==> src/rtl/ov7670_pkg.sv <==
// rtl/ov7670_pkg.sv - shared types and constants for the OV7670 DVP emulator
package ov7670_pkg;

    typedef enum logic [2:0] {
        ST_IDLE   = 3'd0,
        ST_VS     = 3'd1,
        ST_VBACK  = 3'd2,
        ST_ACTIVE = 3'd3,
        ST_VFRONT = 3'd4
    } state_t;

    localparam logic [1:0] PAT_RAMP    = 2'd0;
    localparam logic [1:0] PAT_CHECKER = 2'd1;
    localparam logic [1:0] PAT_WHITE   = 2'd2;
    localparam logic [1:0] PAT_BLACK   = 2'd3;

    localparam logic [7:0] CHROMA_NEUTRAL = 8'h80;

    // Counter width for values 0..n-1, never narrower than one bit.
    function automatic int clog2_min1(input int n);
        int w;
        w = $clog2(n);
        return (w < 1) ? 1 : w;
    endfunction

endpackage

==> src/rtl/ov7670_pattern_gen.sv <==
// rtl/ov7670_pattern_gen.sv - combinational luma generator for the test patterns
module ov7670_pattern_gen
    import ov7670_pkg::*;
#(
    parameter int XW = 10,
    parameter int YW = 9
) (
    input  logic [XW-1:0] x,
    input  logic [YW-1:0] y,
    input  logic [1:0]    pattern,
    output logic [7:0]    y_byte
);

    logic       x_bit3;
    logic       y_bit3;
    logic [7:0] x_low;

    // Bit 3 of each coordinate selects the 8x8 checker cell; narrow counters read as zero there.
    assign x_bit3 = |(x & XW'(8));
    assign y_bit3 = |(y & YW'(8));
    assign x_low  = 8'(x);

    // Select the luma value for the latched pattern.
    always_comb begin
        y_byte = 8'h00;
        case (pattern)
            PAT_RAMP:    y_byte = x_low;
            PAT_CHECKER: y_byte = (x_bit3 ^ y_bit3) ? 8'hFF : 8'h00;
            PAT_WHITE:   y_byte = 8'hFF;
            PAT_BLACK:   y_byte = 8'h00;
            default:     y_byte = 8'h00;
        endcase
    end

endmodule

==> src/rtl/ov7670_emulator.sv <==
// rtl/ov7670_emulator.sv - OV7670 YUV422 DVP timing and pattern source
module ov7670_emulator
    import ov7670_pkg::*;
#(
    parameter int H_ACTIVE    = 640,
    parameter int V_ACTIVE    = 480,
    parameter int H_BLANK     = 144,
    parameter int VSYNC_LINES = 3,
    parameter int V_BACK      = 17,
    parameter int V_FRONT     = 10
) (
    input  logic        PCLK,
    input  logic        Reset,
    input  logic        Enable,
    input  logic [1:0]  Pattern,
    output logic        VSYNC,
    output logic        HREF,
    output logic [7:0]  D,
    output logic        FrameDone,
    output logic [15:0] FrameCount
);

    localparam int L_CYC    = 2 * H_ACTIVE + H_BLANK;
    localparam int HREF_CYC = 2 * H_ACTIVE;
    localparam int MAX_AB   = (VSYNC_LINES > V_BACK) ? VSYNC_LINES : V_BACK;
    localparam int MAX_CD   = (V_ACTIVE > V_FRONT) ? V_ACTIVE : V_FRONT;
    localparam int LINE_MAX = (MAX_AB > MAX_CD) ? MAX_AB : MAX_CD;
    localparam int COL_W    = clog2_min1(L_CYC);
    localparam int LINE_W   = clog2_min1(LINE_MAX);

    state_t            state_q, state_d;
    logic [COL_W-1:0]  col_q, col_d;
    logic [LINE_W-1:0] line_q, line_d;
    logic [LINE_W-1:0] last_line;
    logic              end_of_state;
    logic [1:0]        phase_q, phase_d;
    logic [1:0]        pat_q, pat_d;
    logic              vsync_q, vsync_d;
    logic              href_q, href_d;
    logic [7:0]        data_q, data_d;
    logic              done_q, done_d;
    logic [15:0]       count_q, count_d;
    logic [7:0]        y_byte;

    // Luma for the position the outputs will show after the next edge.
    ov7670_pattern_gen #(
        .XW (COL_W - 1),
        .YW (LINE_W)
    ) u_pattern_gen (
        .x       (col_d[COL_W-1:1]),
        .y       (line_d),
        .pattern (pat_q),
        .y_byte  (y_byte)
    );

    // Frame state machine with column/line counters that restart in each state.
    always_comb begin
        state_d      = state_q;
        col_d        = col_q;
        line_d       = line_q;
        end_of_state = 1'b0;
        last_line    = '0;
        case (state_q)
            ST_VS:     last_line = LINE_W'(VSYNC_LINES - 1);
            ST_VBACK:  last_line = LINE_W'(V_BACK - 1);
            ST_ACTIVE: last_line = LINE_W'(V_ACTIVE - 1);
            ST_VFRONT: last_line = LINE_W'(V_FRONT - 1);
            default:   last_line = '0;
        endcase
        if (state_q == ST_IDLE) begin
            col_d  = '0;
            line_d = '0;
            if (Enable) begin
                state_d = ST_VS;
            end
        end else if (col_q == COL_W'(L_CYC - 1)) begin
            col_d = '0;
            if (line_q == last_line) begin
                line_d       = '0;
                end_of_state = 1'b1;
            end else begin
                line_d = line_q + 1'b1;
            end
        end else begin
            col_d = col_q + 1'b1;
        end
        if (end_of_state) begin
            case (state_q)
                ST_VS:     state_d = ST_VBACK;
                ST_VBACK:  state_d = ST_ACTIVE;
                ST_ACTIVE: state_d = ST_VFRONT;
                ST_VFRONT: state_d = Enable ? ST_VS : ST_IDLE;
                default:   state_d = ST_IDLE;
            endcase
        end
    end

    // Output values for the next cycle, decoded from the next-state position so the pins are pure flops.
    always_comb begin
        vsync_d = (state_d == ST_VS);
        href_d  = (state_d == ST_ACTIVE) && (int'(col_d) < HREF_CYC);
        phase_d = 2'd0;
        if (href_d && href_q) begin
            phase_d = phase_q + 2'd1;
        end
        data_d = 8'h00;
        if (href_d) begin
            data_d = phase_d[0] ? y_byte : CHROMA_NEUTRAL;
        end
        done_d  = (state_d == ST_VFRONT) && (line_d == LINE_W'(V_FRONT - 1))
                  && (col_d == COL_W'(L_CYC - 1));
        count_d = done_d ? count_q + 16'd1 : count_q;
        pat_d   = pat_q;
        if ((state_q == ST_VS) && (line_q == '0) && (col_q == '0)) begin
            pat_d = Pattern;
        end
    end

    // State, counters and output registers; reset aborts any frame in progress.
    always_ff @(posedge PCLK or posedge Reset) begin
        if (Reset) begin
            state_q <= ST_IDLE;
            col_q   <= '0;
            line_q  <= '0;
            phase_q <= 2'd0;
            pat_q   <= 2'd0;
            vsync_q <= 1'b0;
            href_q  <= 1'b0;
            data_q  <= 8'h00;
            done_q  <= 1'b0;
            count_q <= 16'd0;
        end else begin
            state_q <= state_d;
            col_q   <= col_d;
            line_q  <= line_d;
            phase_q <= phase_d;
            pat_q   <= pat_d;
            vsync_q <= vsync_d;
            href_q  <= href_d;
            data_q  <= data_d;
            done_q  <= done_d;
            count_q <= count_d;
        end
    end

    assign VSYNC      = vsync_q;
    assign HREF       = href_q;
    assign D          = data_q;
    assign FrameDone  = done_q;
    assign FrameCount = count_q;

endmodule

==> config.mk <==
export PLATFORM = sky130hd
export DESIGN_NAME = ov7670_emulator
export DESIGN_NICKNAME = d
export VERILOG_FILES = /design/src/rtl/ov7670_pkg.sv /design/src/rtl/ov7670_pattern_gen.sv /design/src/rtl/ov7670_emulator.sv
export SDC_FILE = /design/constraint.sdc
export NUM_CORES = 1
export LEC_CHECK = 0
export CORE_ASPECT_RATIO = 1.5
export CORE_MARGIN = 2
export CORE_UTILIZATION = 55
export CTS_BUF_LIST = sky130_fd_sc_hd__clkbuf_4 sky130_fd_sc_hd__clkbuf_8
export DETAILED_ROUTE_END_ITERATION = 10
export GPL_TIMING_DRIVEN = 0
export PLACE_DENSITY = 0.82
export SETUP_SLACK_MARGIN = 0.4
export SLEW_MARGIN = 20
export SYNTH_ARGS = -nofsm -noshare
export SYNTH_HDL_FRONTEND = slang
export SYNTH_SLANG_ARGS = --single-unit
==> constraint.sdc <==
create_clock -name PCLK -period 5.6 [get_ports PCLK]
set_input_delay 1.12 -clock PCLK [delete_from_list [all_inputs] [get_ports PCLK]]
set_output_delay 1.12 -clock PCLK [all_outputs]
set_load 0.02 [all_outputs]
# After elaboration in Yosys (flattened, before gate mapping)
# Index checks and enable logic that the tools add are counted.
dict set report op_classes {
  addsub 4
  order_cmp 1
  eq_ne 14
  n_mux 19
  n_bitwise 1
  n_reduce_logical 10
}
# operator n
set op_table {}
lappend op_table {{9-bit case mux with 4 select lines} 1}
lappend op_table {{8-bit case mux with 4 select lines} 1}
lappend op_table {{9-bit 2-to-1 mux} 3}
lappend op_table {{8-bit 2-to-1 mux} 3}
lappend op_table {{11-bit == test, second input constant} 2}
lappend op_table {{11-bit 2-to-1 mux} 2}
lappend op_table {{16-bit by 1-bit adder with 16-bit output, second input constant} 1}
lappend op_table {{3-bit case mux with 4 select lines} 1}
lappend op_table {{11-bit by 1-bit adder with 11-bit output, second input constant} 1}
lappend op_table {{11-bit logical NOT} 1}
lappend op_table {{11-bit < comparator, second input constant} 1}
lappend op_table {{9-bit by 1-bit adder with 9-bit output, second input constant} 1}
lappend op_table {{3-bit by 2-bit == test with 1-bit output, second input constant} 3}
lappend op_table {{9-bit by 4-bit == test with 1-bit output, second input constant} 1}
lappend op_table {{9-bit == test} 1}
lappend op_table {{9-bit logical NOT} 1}
lappend op_table {{3-bit 2-to-1 mux} 3}
lappend op_table {{3-bit by 1-bit == test with 1-bit output, second input constant} 2}
lappend op_table {{3-bit == test, second input constant} 2}
lappend op_table {{1-bit logical AND} 6}
lappend op_table {{2-bit == test, second input constant} 2}
lappend op_table {{1-bit 2-to-1 mux} 4}
lappend op_table {{3-bit logical NOT} 1}
lappend op_table {{2-bit by 1-bit adder with 2-bit output, second input constant} 1}
lappend op_table {{other kinds (4)} 4}
dict set report word_totals {
  register_bits 54
}

# Longest topological paths before layout
# Gate-level depths: netlist of run 1.
dict set report depth {
  ltp_word 13
  ltp_mapped 11
  depth_no_buf 9
}

# By module
# From an unflattened synthesis of run 1, not the netlist that was laid out.
dict set report hier_totals {
  hier_cells 299
  hier_area_um2 2999.1
}
# module instances cells_each area_each_um2 seq_area_each_um2
set modules_own_cells {}
lappend modules_own_cells {ov7670_emulator 1 278 2866.5 1326.3}
lappend modules_own_cells {ov7670_pattern_gen 1 21 132.6 0.0}

# Worst setup path before layout of run 1
# No wires, ideal clock.
dict set report synth_path {
  path_kind {reg2reg}
  start {register col_q[0]}
  end {register count_q[10], in the netlist FrameCount[10]}
  setup_time_ps 130
  t_arrival_ps 2253
  required_time_ps 5470
  setup_slack_ps 3217
  path_stages_with_launch 11
  path_buffers 2
  synth_period_minus_slack_ps 2383
  cell_sequence {dfrtp_1 > ha_1 > nand3_2 > nor4_4 > buf_4 > a211oi_1 > nor3_1 > nor4b_4 > buf_6 > nand3_2 > xnor2_1}
}
dict set report synth_via {
  elab_chain_len 7
}
# element line_no
set synth_rtl {}
lappend synth_rtl {{from (decl)} ov7670_emulator.sv:32} ;# logic [COL_W-1:0] col_q, col_d;
lappend synth_rtl {{from (signal assigned)} ov7670_emulator.sv:134} ;# col_q <= col_d;
lappend synth_rtl {{branches (longest 6 deep; another with 11-bit by 1-bit adder with 11-bit output)} n/a}
lappend synth_rtl {{1-bit logical AND (*)} ov7670_emulator.sv:111} ;# && (col_d == COL_W'(L_CYC - 1));
lappend synth_rtl {{net done_d} ov7670_emulator.sv:41} ;# logic done_q, done_d;
lappend synth_rtl {{to (signal assigned)} ov7670_emulator.sv:142} ;# count_q <= count_d;
lappend synth_rtl {{to (decl)} ov7670_emulator.sv:42} ;# logic [15:0] count_q, count_d;
# Mark *: on every way through the listed nets, which the timed path passes.
# A chain may end at the register's enable or synchronous reset.

# Worst setup path after layout of run 1
# Same ends and word-level chain as after synthesis.

==> key figures, run 1 <==
Status
  • Status: completed

Synth
  • Synth Area per Inst: 10.2 um2
  • Largest family of logic cells by synthesized area: simple AND/OR/NAND/NOR gates
  • Mux contribution to synthesized area: 0.0147
  • Most frequent cell after synthesis: dfrtp_1
  • Post-Synth XOR/XNOR Area: 0.0882
  • Post-synthesis compound-gate area fraction: 0.0865
  • Number of synthesized flops with an enable pin: 0
  • Cell variety after synth: between 50 and 60
  • Synthesis warning total: 0
  • Async SR Flop Fraction: 1.00
  • Mapped cell area: 2980 um2
  • Post-synth top cells: 53 x dfrtp_1, 32 x nor2_1, 24 x xnor2_1
  • Main synth FF type: dfrtp_1
  • Seq/Total Area, Yosys: 0.445
  • Yosys reg bits: 53
  • Mapped Cells: 292
  • Yosys top cell by area: dfrtp_1
  • Synth Area in Adders: 0.0210
  • Syn nets: between 300 and 400
  • Post-synthesis simple-gate area fraction: 0.295
  • Area share of the largest cell type after synthesis: 0.445
  • Largest cells by area after synthesis: dfrtp_1 45%, xnor2_1 7.1%, nor2_1 4.0%

Critical path
  • CP dominant cell by count: nand3_2
  • Critical path class: flop to flop
  • Worst stage delay on the critical path: ~0.53 ns
  • Worst EP required: 5.79 ns
  • Worst setup EP type: flop
  • Worst Path Arrival: 2.96 ns
  • Max FO, Critical Path: 10
  • Ordered list of cells on the worst path: ha_1 > nand3_2 > nor4_4 > and3_1 > nor3_1 > nor4b_4 > buf_6 > nand3_2 > xnor2_1
  • CP max stage cell: nor4b_4
  • Worst path buffer plus inverter count: 1
  • Family with the most delay on the worst path: simple AND/OR/NAND/NOR gates
  • Crit path launch type: flop

Global routing
  • GRT Total Usage: 0.229
  • First-pass GRT wire length: 10900 um
  • Largest net degree at the start of global routing: 30
  • GR Util met3: 0.0312
  • Routing usage on met2: 0.392
  • GR peak layer: met2
  • GR Util met1: 0.291
  • Initial antenna violation count: 0
  • Vias in the first global route: 2263
  • Gr ovfl total: 0

CTS
  • H-Tree Depth: 2
  • Post-CTS Hold Fix Bufs: 0
  • CTS clock-pin slew for the worst setup and hold paths: 0.10 ns
  • Clk_lat worst skew: 0.30 ns
  • CTS sink cnt: 53
  • Clock tree buffer depth: 2
  • Cts bufs inserted: 5
  • Setup bufs post-CTS: 0
  • Root Driver: clkbuf_8
  • CTS tree: yes
  • Post-CTS Resized: 0

Route
  • Vias per inst: 5.75
  • Routed len/inst: 15.8 um
  • Post-route DRC: 0
  • DR vias: 2299
  • Post-route ant nets: 0
  • Initial DRC count: 177
  • First-pass detailed-route iteration total: 4
  • WL final: 6300 um

Floorplan
  • Initial Utilization: 0.577
  • Row count: 32
  • Die height: 94.1 um
  • Boundary Pins: 32
  • Core region area: 5160 um2
  • Die area: about 6000 um2
  • Die X: 64.1 um

Timing
  • RSZ-0062 raised after global routing: no
  • Fmax: 0.362 GHz
  • Clock skew: 0.00573 ns
  • Worst-Margin Slew: 0.711 ns
  • Final min period: 2.77 ns
  • Fin crit share: 0.494
  • Hold Vio Cnt, Final: 0
  • Final setup TNS: 0 ns
  • Final Max Slew Viols: 0
  • Worst hold slack: 0.495 ns
  • Final setup violating endpoints: 0
  • Slew HR: 0.523

Power and ir drop
  • VDD IR max: 0.232 mV
  • Lkg Pwr: 1.53 nW
  • PD cells: 272 nW/um2

Finish
  • Nets: 341
  • Register area: 1330 um2
  • Footprint of the multi-input gates: 1510 um2
  • Inserted Diodes: 0
  • Syn-to-layout area delta: 18.4%
  • Layout cells sized above 1: 0.148
  • Fillers: 406

Placed design
  • Final HPWL DP: 4670 um
  • IO Port Bufs: 31
  • Final GP Congestion: 0.881

Job
  • Max Cap Viol: 0

Hold path
  • Worst Hold Class: flop to flop
cell families after synthesis:
logic type | after synthesis
and+or+nand+nor | 137
DFF | 53
AOI/OAI and AO/OA | 35
xor gates and xnor gates | 30
buffers and inverters | 28
adders and majority gates | 5
muxes | 4
final cells by class:
class | count | area share
Buffer | 15 | 0.0280
Clock buffer | 5 | 0.0195
Clock inverter | 3 | 0.0184
Inverter | 13 | 0.0138
Multi-Input combinational cell | 211 | 0.427
Sequential cell | 53 | 0.376
Tap cell | 68 | 0.0241
Timing Repair Buffer | 32 | 0.0936
where the power goes:
group,switching (mW),total [mW],internal [mW]
logic,0.128,0.214,0.0859
clock network,0.125,0.303,0.178
registers,0.0316,0.444,0.413
stage by stage:
stage	cells	setup slack [ns]	total power [mW]	area, um2	util
floorplan	292	3.19	0.610	2980	-
global placement	391	2.24	0.652	3370	0.653
detailed placement	392	2.84	0.662	3390	0.657
CTS	400	2.82	0.967	3530	0.683
global route	400	2.57	1.01	3530	0.683
finish	400	2.83	0.961	3530	0.683
state kept, by name, indices dropped and copies added, names as in the netlist:
name,count
state_q,3
phase_q,1
pat_q,2
col_q,11
VSYNC,1
line_q,9
FrameDone,1
FrameCount,16
D,8
HREF,1
cell usage in the layout, fill, tap and decap left out, types with 2 or more instances in the layout:
cell type        instances
dfrtp_1                 53
bufinv_16                2
clkbuf_8                 5
nand3_1                 12
and3_1                  12
nor3_1                  10
buf_2                    6
ha_1                     5
nor4b_4                  2
nand3_2                  8
and4_1                   2
xor2_1                   6
xnor2_1                 24
mux2_2                   3
clkdlybuf4s50_1         31
nor2_1                  32
a21oi_1                  5
buf_6                    3
nand2b_1                 3
nor2b_1                  3
nand2_1                 13
nor3b_1                  3
o21ai_2                  2
nand4_1                 12
nor4_4                   2
nor4_1                   4
buf_4                    3
a211oi_1                 3
or4_1                    4
a21boi_0                 4
o21ai_0                 10
inv_1                   12
nand3b_1                 3
worst paths after layout:
kind	start	to	slack, ns	cells after the start
setup / recovery	col_q[0]	FrameCount[10]	2.83	9
hold / removal	FrameCount[9]	FrameCount[9]	0.50	1
setup reg to reg	col_q[0]	FrameCount[10]	2.83	9
hold reg to reg	FrameCount[9]	FrameCount[9]	0.50	1
max in group asynchronous	Reset	D[4]	3.88	3
min in group asynchronous	Reset	FrameDone	1.18	2
routing by layer:
| metal | wire, um | share of wire |
|---|---|---|
| met3 | 186 | 0.030 |
| met1 | 2700 | 0.43 |
| met4 | 178 | 0.028 |
| met2 | 3240 | 0.51 |
| met5 | 0 | 0 |
worst reg2reg max path, stage by stage (launching register included):
cell	delay, ns
dfrtp_1	0.47
ha_1	0.29
nand3_2	0.21
nor4_4	0.40
and3_1	0.21
nor3_1	0.08
nor4b_4	0.53
buf_6	0.24
nand3_2	0.09
xnor2_1	0.14
(Power assumes the default switching activity.)
==> inputs of run 2 (changes only) <==
- clock period: 5.6 -> 2.7 ns (I/O delays scaled with it)
==> key figures, run 2 (same netlist as run 1, synthesis figures left out) <==
Floorplan
  • Row count: 32 (unchanged)
  • Die area: 6030 um2 (unchanged)
  • Die height: 94.1 um (unchanged)
  • Initial Utilization: 0.577 (unchanged)
  • Boundary Pins: 32 (unchanged)
  • Die X: 64.1 um (unchanged)
  • Core region area: 5160 um2 (unchanged)

Power and ir drop
  • Lkg Pwr: 1.70 nW (+12%)
  • PD cells: 533 nW/um2 (+96%)
  • VDD IR max: 0.534 mV (+130%)

Critical path
  • Max FO, Critical Path: 5 (-5)
  • Worst EP required: 2.90 ns (-2.89 ns)
  • Flop-to-flop setup slack: 0.14 ns (-2.69 ns)
  • Worst Path Arrival: 2.76 ns (-0.20 ns)
  • Worst setup EP type: flop
  • Critical path class: flop to flop
  • Crit path launch type: flop

CTS
  • CTS tree: yes
  • Root Driver: clkbuf_8
  • CTS sink cnt: 53 (unchanged)
  • H-Tree Depth: 2 (unchanged)
  • Clk_lat worst skew: 0.31 ns (about the same)
  • Cts bufs inserted: 5 (unchanged)
  • CTS clock-pin slew for the worst setup and hold paths: 0.10 ns (about the same)
  • Clock tree buffer depth: 2 (unchanged)

Global routing
  • Gr ovfl total: 0 (unchanged)
  • GRT Total Usage: 0.256 (+0.0266)
  • First-pass GRT wire length: 12100 um (+11%)
  • Initial antenna violation count: 0 (unchanged)
  • Largest net degree at the start of global routing: 30 (unchanged)
  • Vias in the first global route: 2571 (+14%)

Finish
  • Max FFs per register: 16 (unchanged)
  • Commonest non-fill, non-tap cell in the layout: dfrtp_1
  • Cell area after layout: 3920 um2 (+11%)
  • Inserted Diodes: 0 (unchanged)
  • Nets: 367 (+7.6%)
  • Syn-to-layout area delta: 31.7%
  • Layout cells sized above 1: 0.279 (+0.132)
  • Commonest non-fill, non-tap cells in the layout: 51 x dfrtp_1, 31 x nor2_1, 31 x clkdlybuf4s50_1
  • Final core occ: 0.760 (+0.0766)

Route
  • First-pass detailed-route iteration total: 4 (unchanged)
  • Post-route DRC: 0 (unchanged)
  • Routed len/inst: 17.4 um (+10%)
  • Initial DRC count: 116 (-34%)
  • DR vias: 2521 (+9.7%)
  • Vias per inst: 5.92 (+3.0%)
  • WL final: 7410 um (+17%)
  • Post-route ant nets: 0 (unchanged)

Timing
  • Worst setup margin: 0.144 ns (-2.69 ns)
  • Slew HR: 0.466 (-0.0564)
  • Final Max Slew Viols: 0 (unchanged)
  • Final setup violating endpoints: 0 (unchanged)
  • Fin crit share: 0.947 (+0.453)
  • Final min period: 2.56 ns (-0.209 ns)
  • Worst-Margin Slew: 0.795 ns (+0.0840 ns)
  • Fmax: 0.391 GHz (+8.2%)
  • RSZ-0062 raised after global routing: yes
  • Clock skew: 0.00908 ns (+0.00335 ns)
  • Worst hold slack: 0.486 ns (-0.00907 ns)
  • Hold Vio Cnt, Final: 0 (unchanged)

Job
  • Max Cap Viol: 0 (unchanged)

Placed design
  • DP Worst Slack: 0.000717 ns (-2.84 ns)
  • Final GP Congestion: 0.889 (+0.99%)
  • Post-DP Area: 3410 um2 (+0.59%)
  • Final HPWL DP: 4720 um (+1.1%)
  • IO Port Bufs: 31 (unchanged)

Status
  • Status: completed

Hold path
  • Worst Hold Class: flop to flop
## run 2: power by group
part	leakage [nW]	total (mW)	switching (mW)	internal (mW)
registers	0.711	0.908	0.0516	0.856
logic	0.922	0.547	0.326	0.222
clock network	0.0681	0.635	0.267	0.368
total	1.70	2.09	0.644	1.45
## run 2: through the flow
stage                     total power, mW  std cells  setup TNS (ns)
after global placement               1.36        391           -4.37
after detailed placement             1.38        392               0
after global routing                 2.20        426               0
after CTS                            2.06        420               0
after floorplan                      1.27        292               0
final                                2.09        426               0
## run 2: per-layer routing
layer / up-vias / global-route usage / wire length (um)
li1: 1161 / - / -
met1: 1248 / 0.295 / 2900
met2: 83 / 0.453 / 3880
met3: 29 / 0.0372 / 286
met4: 0 / 0.133 / 333
met5: - / 0 / 0
## run 2: repair_timing
item / 4_1_cts / 5_1_grt
endpoints found under the setup margin: 29 / 35
hold buffers: 0 / 0
pin swaps: 15 / 10
gates resized for setup: 22 / 21
setup buffers: 20 / 6
## run 2: critical path, stage by stage, from the launching register on
cell      delay (ns)
dfrtp_1         0.38
buf_6           0.13
nand3b_1        0.18
mux2i_4         0.25
and4bb_2        0.27
a31o_4          0.24
buf_8           0.13
nor4b_4         0.35
buf_4           0.20
mux2_4          0.30
## run 2: layout make-up
class	instances	area (um2)
multi-input cells	211	1660
flip-flops and latches	53	1330
fillers	329	1240
repair buffers	58	537
plain buffers	15	126
well taps	68	85.1
clock buffers	5	68.8
clock inverters	3	65.1
inverters	13	48.8
## run 2: final timing paths
kind,startpoint,to,cells past startpoint
worst min register to register,FrameCount[15],FrameCount[15],1
max in group asynchronous,Reset,col_q[0],3
min in group asynchronous,Reset,state_q[1],2
worst max-delay path,state_q[1],FrameCount[1],9
worst min-delay path,FrameCount[15],FrameCount[15],1
worst max register to register,state_q[1],FrameCount[1],9
==> inputs of run 3 (changes only) <==
- CTS_BUF_LIST: sky130_fd_sc_hd__clkbuf_4 sky130_fd_sc_hd__clkbuf_8 -> unset
- RECOVER_POWER: unset -> 25
==> key figures, run 3 (same netlist as run 1, synthesis figures left out) <==
Timing
  • Slew HR: 0.365 (-0.102)
  • RSZ-0062 raised after global routing: yes
  • Final Max Slew Viols: 0 (unchanged)
  • Final setup violating endpoints: 0 (unchanged)
  • Hold Vio Cnt, Final: 0 (unchanged)
  • Clock skew: 0.00758 ns (-0.00150 ns)
  • Fmax: 0.393 GHz (+0.47%)
  • Final min period: 2.54 ns (-0.0121 ns)
  • Worst-Margin Slew: 0.952 ns (+0.157 ns)
  • Fin crit share: 0.942 (-0.00448)

Finish
  • Commonest non-fill, non-tap cells in the layout: 51 x dfrtp_1, 31 x nor2_1, 30 x clkdlybuf4s50_1
  • Inserted Diodes: 0 (unchanged)
  • Syn-to-layout area delta: 31.2%
  • Layout cells sized above 1: 0.277 (-0.00279)
  • Final core occ: 0.757 (-0.00291)
  • Commonest non-fill, non-tap cell in the layout: dfrtp_1
  • Cell area after layout: 3910 um2 (-0.38%)
  • Max FFs per register: 16 (unchanged)
  • Nets: 367 (unchanged)

Job
  • Max Cap Viol: 0 (unchanged)

Critical path
  • Flop-to-flop setup slack: 0.16 ns (about the same)
  • Worst Path Arrival: 2.75 ns (about the same)
  • Max FO, Critical Path: 5 (unchanged)
  • FF-to-FF path depth: 9 (unchanged)
  • Worst stage delay on the critical path: 0.38 ns (about the same)
  • Critical path class: flop to flop
  • Crit path launch type: flop
  • RR Endpoint: FrameCount[1]
  • Worst EP required: 2.90 ns (about the same)
  • Worst setup EP type: flop
  • Family with the most delay on the worst path: simple AND/OR/NAND/NOR gates
  • CP max stage cell: dfrtp_1
  • Reg2reg start: state_q[1]
  • Ordered list of cells on the worst path: buf_6 > nand3b_1 > mux2i_4 > and4bb_2 > a31o_4 > buf_8 > nor4b_4 > buf_4 > mux2_4
  • Worst path buffer plus inverter count: 3 (unchanged)

Route
  • Top routing layer in use: met4
  • Routed length on met2: 3870 um (-0.23%)
  • Post-route ant nets: 0 (unchanged)
  • DR vias: 2539 (+0.71%)
  • Post-route DRC: 0 (unchanged)
  • First-pass detailed-route iteration total: 4 (unchanged)
  • WL final: 7400 um (about the same)
  • Met1 Wirelength: 2940 um (+1.4%)
  • Met3 routed WL: 251 um (-12%)
  • Vias per inst: 5.96 (+0.71%)
  • Initial DRC count: 110 (-5.2%)
  • Routed len/inst: 17.4 um (about the same)

Floorplan
  • Die height: 94.1 um (unchanged)
  • Initial Utilization: 0.577 (unchanged)
  • Die area: 6030 um2 (unchanged)
  • Boundary Pins: 32 (unchanged)
  • Row count: 32 (unchanged)
  • Die X: 64.1 um (unchanged)
  • Core region area: 5160 um2 (unchanged)

Power and ir drop
  • VDD IR max: 0.534 mV (about the same)
  • PD cells: 534 nW/um2 (+0.18%)
  • Lkg Pwr: 1.70 nW (-0.23%)

CTS
  • Clock tree buffer depth: 2 (unchanged)
  • Clk_lat worst skew: 0.31 ns (about the same)
  • Cts bufs inserted: 5 (unchanged)
  • CTS sink cnt: 53 (unchanged)
  • CTS clock-pin slew for the worst setup and hold paths: 0.10 ns (about the same)
  • Post-CTS Hold Fix Bufs: 0 (unchanged)
  • CTS tree: yes
  • Root Driver: clkbuf_8
  • H-Tree Depth: 2 (unchanged)

Hold path
  • WHS Endpoint: FrameCount[15]
  • Worst Hold Class: flop to flop
  • Hold path start: FrameCount[15]
  • WHS Path Cells: 1 (unchanged)

Global routing
  • First-pass GRT wire length: 12100 um (unchanged)
  • Largest net degree at the start of global routing: 30 (unchanged)
  • Gr ovfl total: 0 (unchanged)
  • GRT Total Usage: 0.256 (unchanged)
  • Initial antenna violation count: 0 (unchanged)
  • Vias in the first global route: 2571 (unchanged)

Placed design
  • Final GP Congestion: 0.889 (unchanged)
  • Final HPWL DP: 4720 um (unchanged)
  • Post-DP Area: 3410 um2 (unchanged)
  • IO Port Bufs: 31 (unchanged)

Status
  • Status: completed
-- run 3: cell types whose count changed in the layout (fill, tap and decap cells not counted) --
cell | previous run | this run
dlygate4sd3_1 | 0 | 1
clkbuf_2 | 2 | 3
buf_12 | 1 | 0
inv_1 | 12 | 13
inv_2 | 1 | 0
clkdlybuf4s50_1 | 31 | 30
-- run 3: report_power, final --
group          total, mW  internal, mW  switching, mW
logic              0.545         0.219          0.326
registers          0.908         0.856         0.0516
clock network      0.633         0.368          0.265
total               2.09          1.44          0.643
-- run 3: area by class of cell --
type                       instances  area, um2
multi-input combinational        211       1660
sequential                        53       1330
fill                             330       1260
timing repair buffer              58        522
buffer                            15        126
tap                               68       85.1
clock buffer                       5       68.8
clock inverter                     3       65.1
inverter                          13       48.8
-- run 3: per-layer routing --
layer | track usage | vias up
met2 | 0.453 | 84
met1 | 0.295 | 1262
met3 | 0.0372 | 30
met4 | 0.133 | 0
li1 | - | 1163
met5 | 0 | -
-- run 3: through the flow --
step                hold WS (ns)  setup TNS [ns]  total power, mW  instances  worst slack (ns)
floorplan                  0.509               0             1.27        292             0.353
global placement           0.468           -4.37             1.36        391           -0.0853
detailed placement         0.465               0             1.38        392          0.000717
CTS                        0.488               0             2.06        420             0.237
global route               0.509               0             2.19        426            0.0451
finish                     0.486               0             2.09        426             0.156
-- run 3: repair_timing --
action,4_1_cts,5_1_grt
gates resized for setup,22,21
endpoints found under the setup margin,29,35
pin swaps,15,10
buffers inserted,20,6
-- run 3: how the worst max path moves through the flow --
stage	cells after the start	endpoint	startpoint	slack, ns
6_report	9	FrameCount[1]	state_q[1]	0.16
3_5_place_dp	10	FrameCount[12]	line_q[4]	0.0007
4_1_cts	10	FrameCount[1]	state_q[1]	0.24
3_3_place_gp	2	D[1]	Reset	-0.09
2_1_floorplan	10	FrameCount[10]	state_q[1]	0.35
5_1_grt	10	FrameCount[3]	state_q[1]	0.05
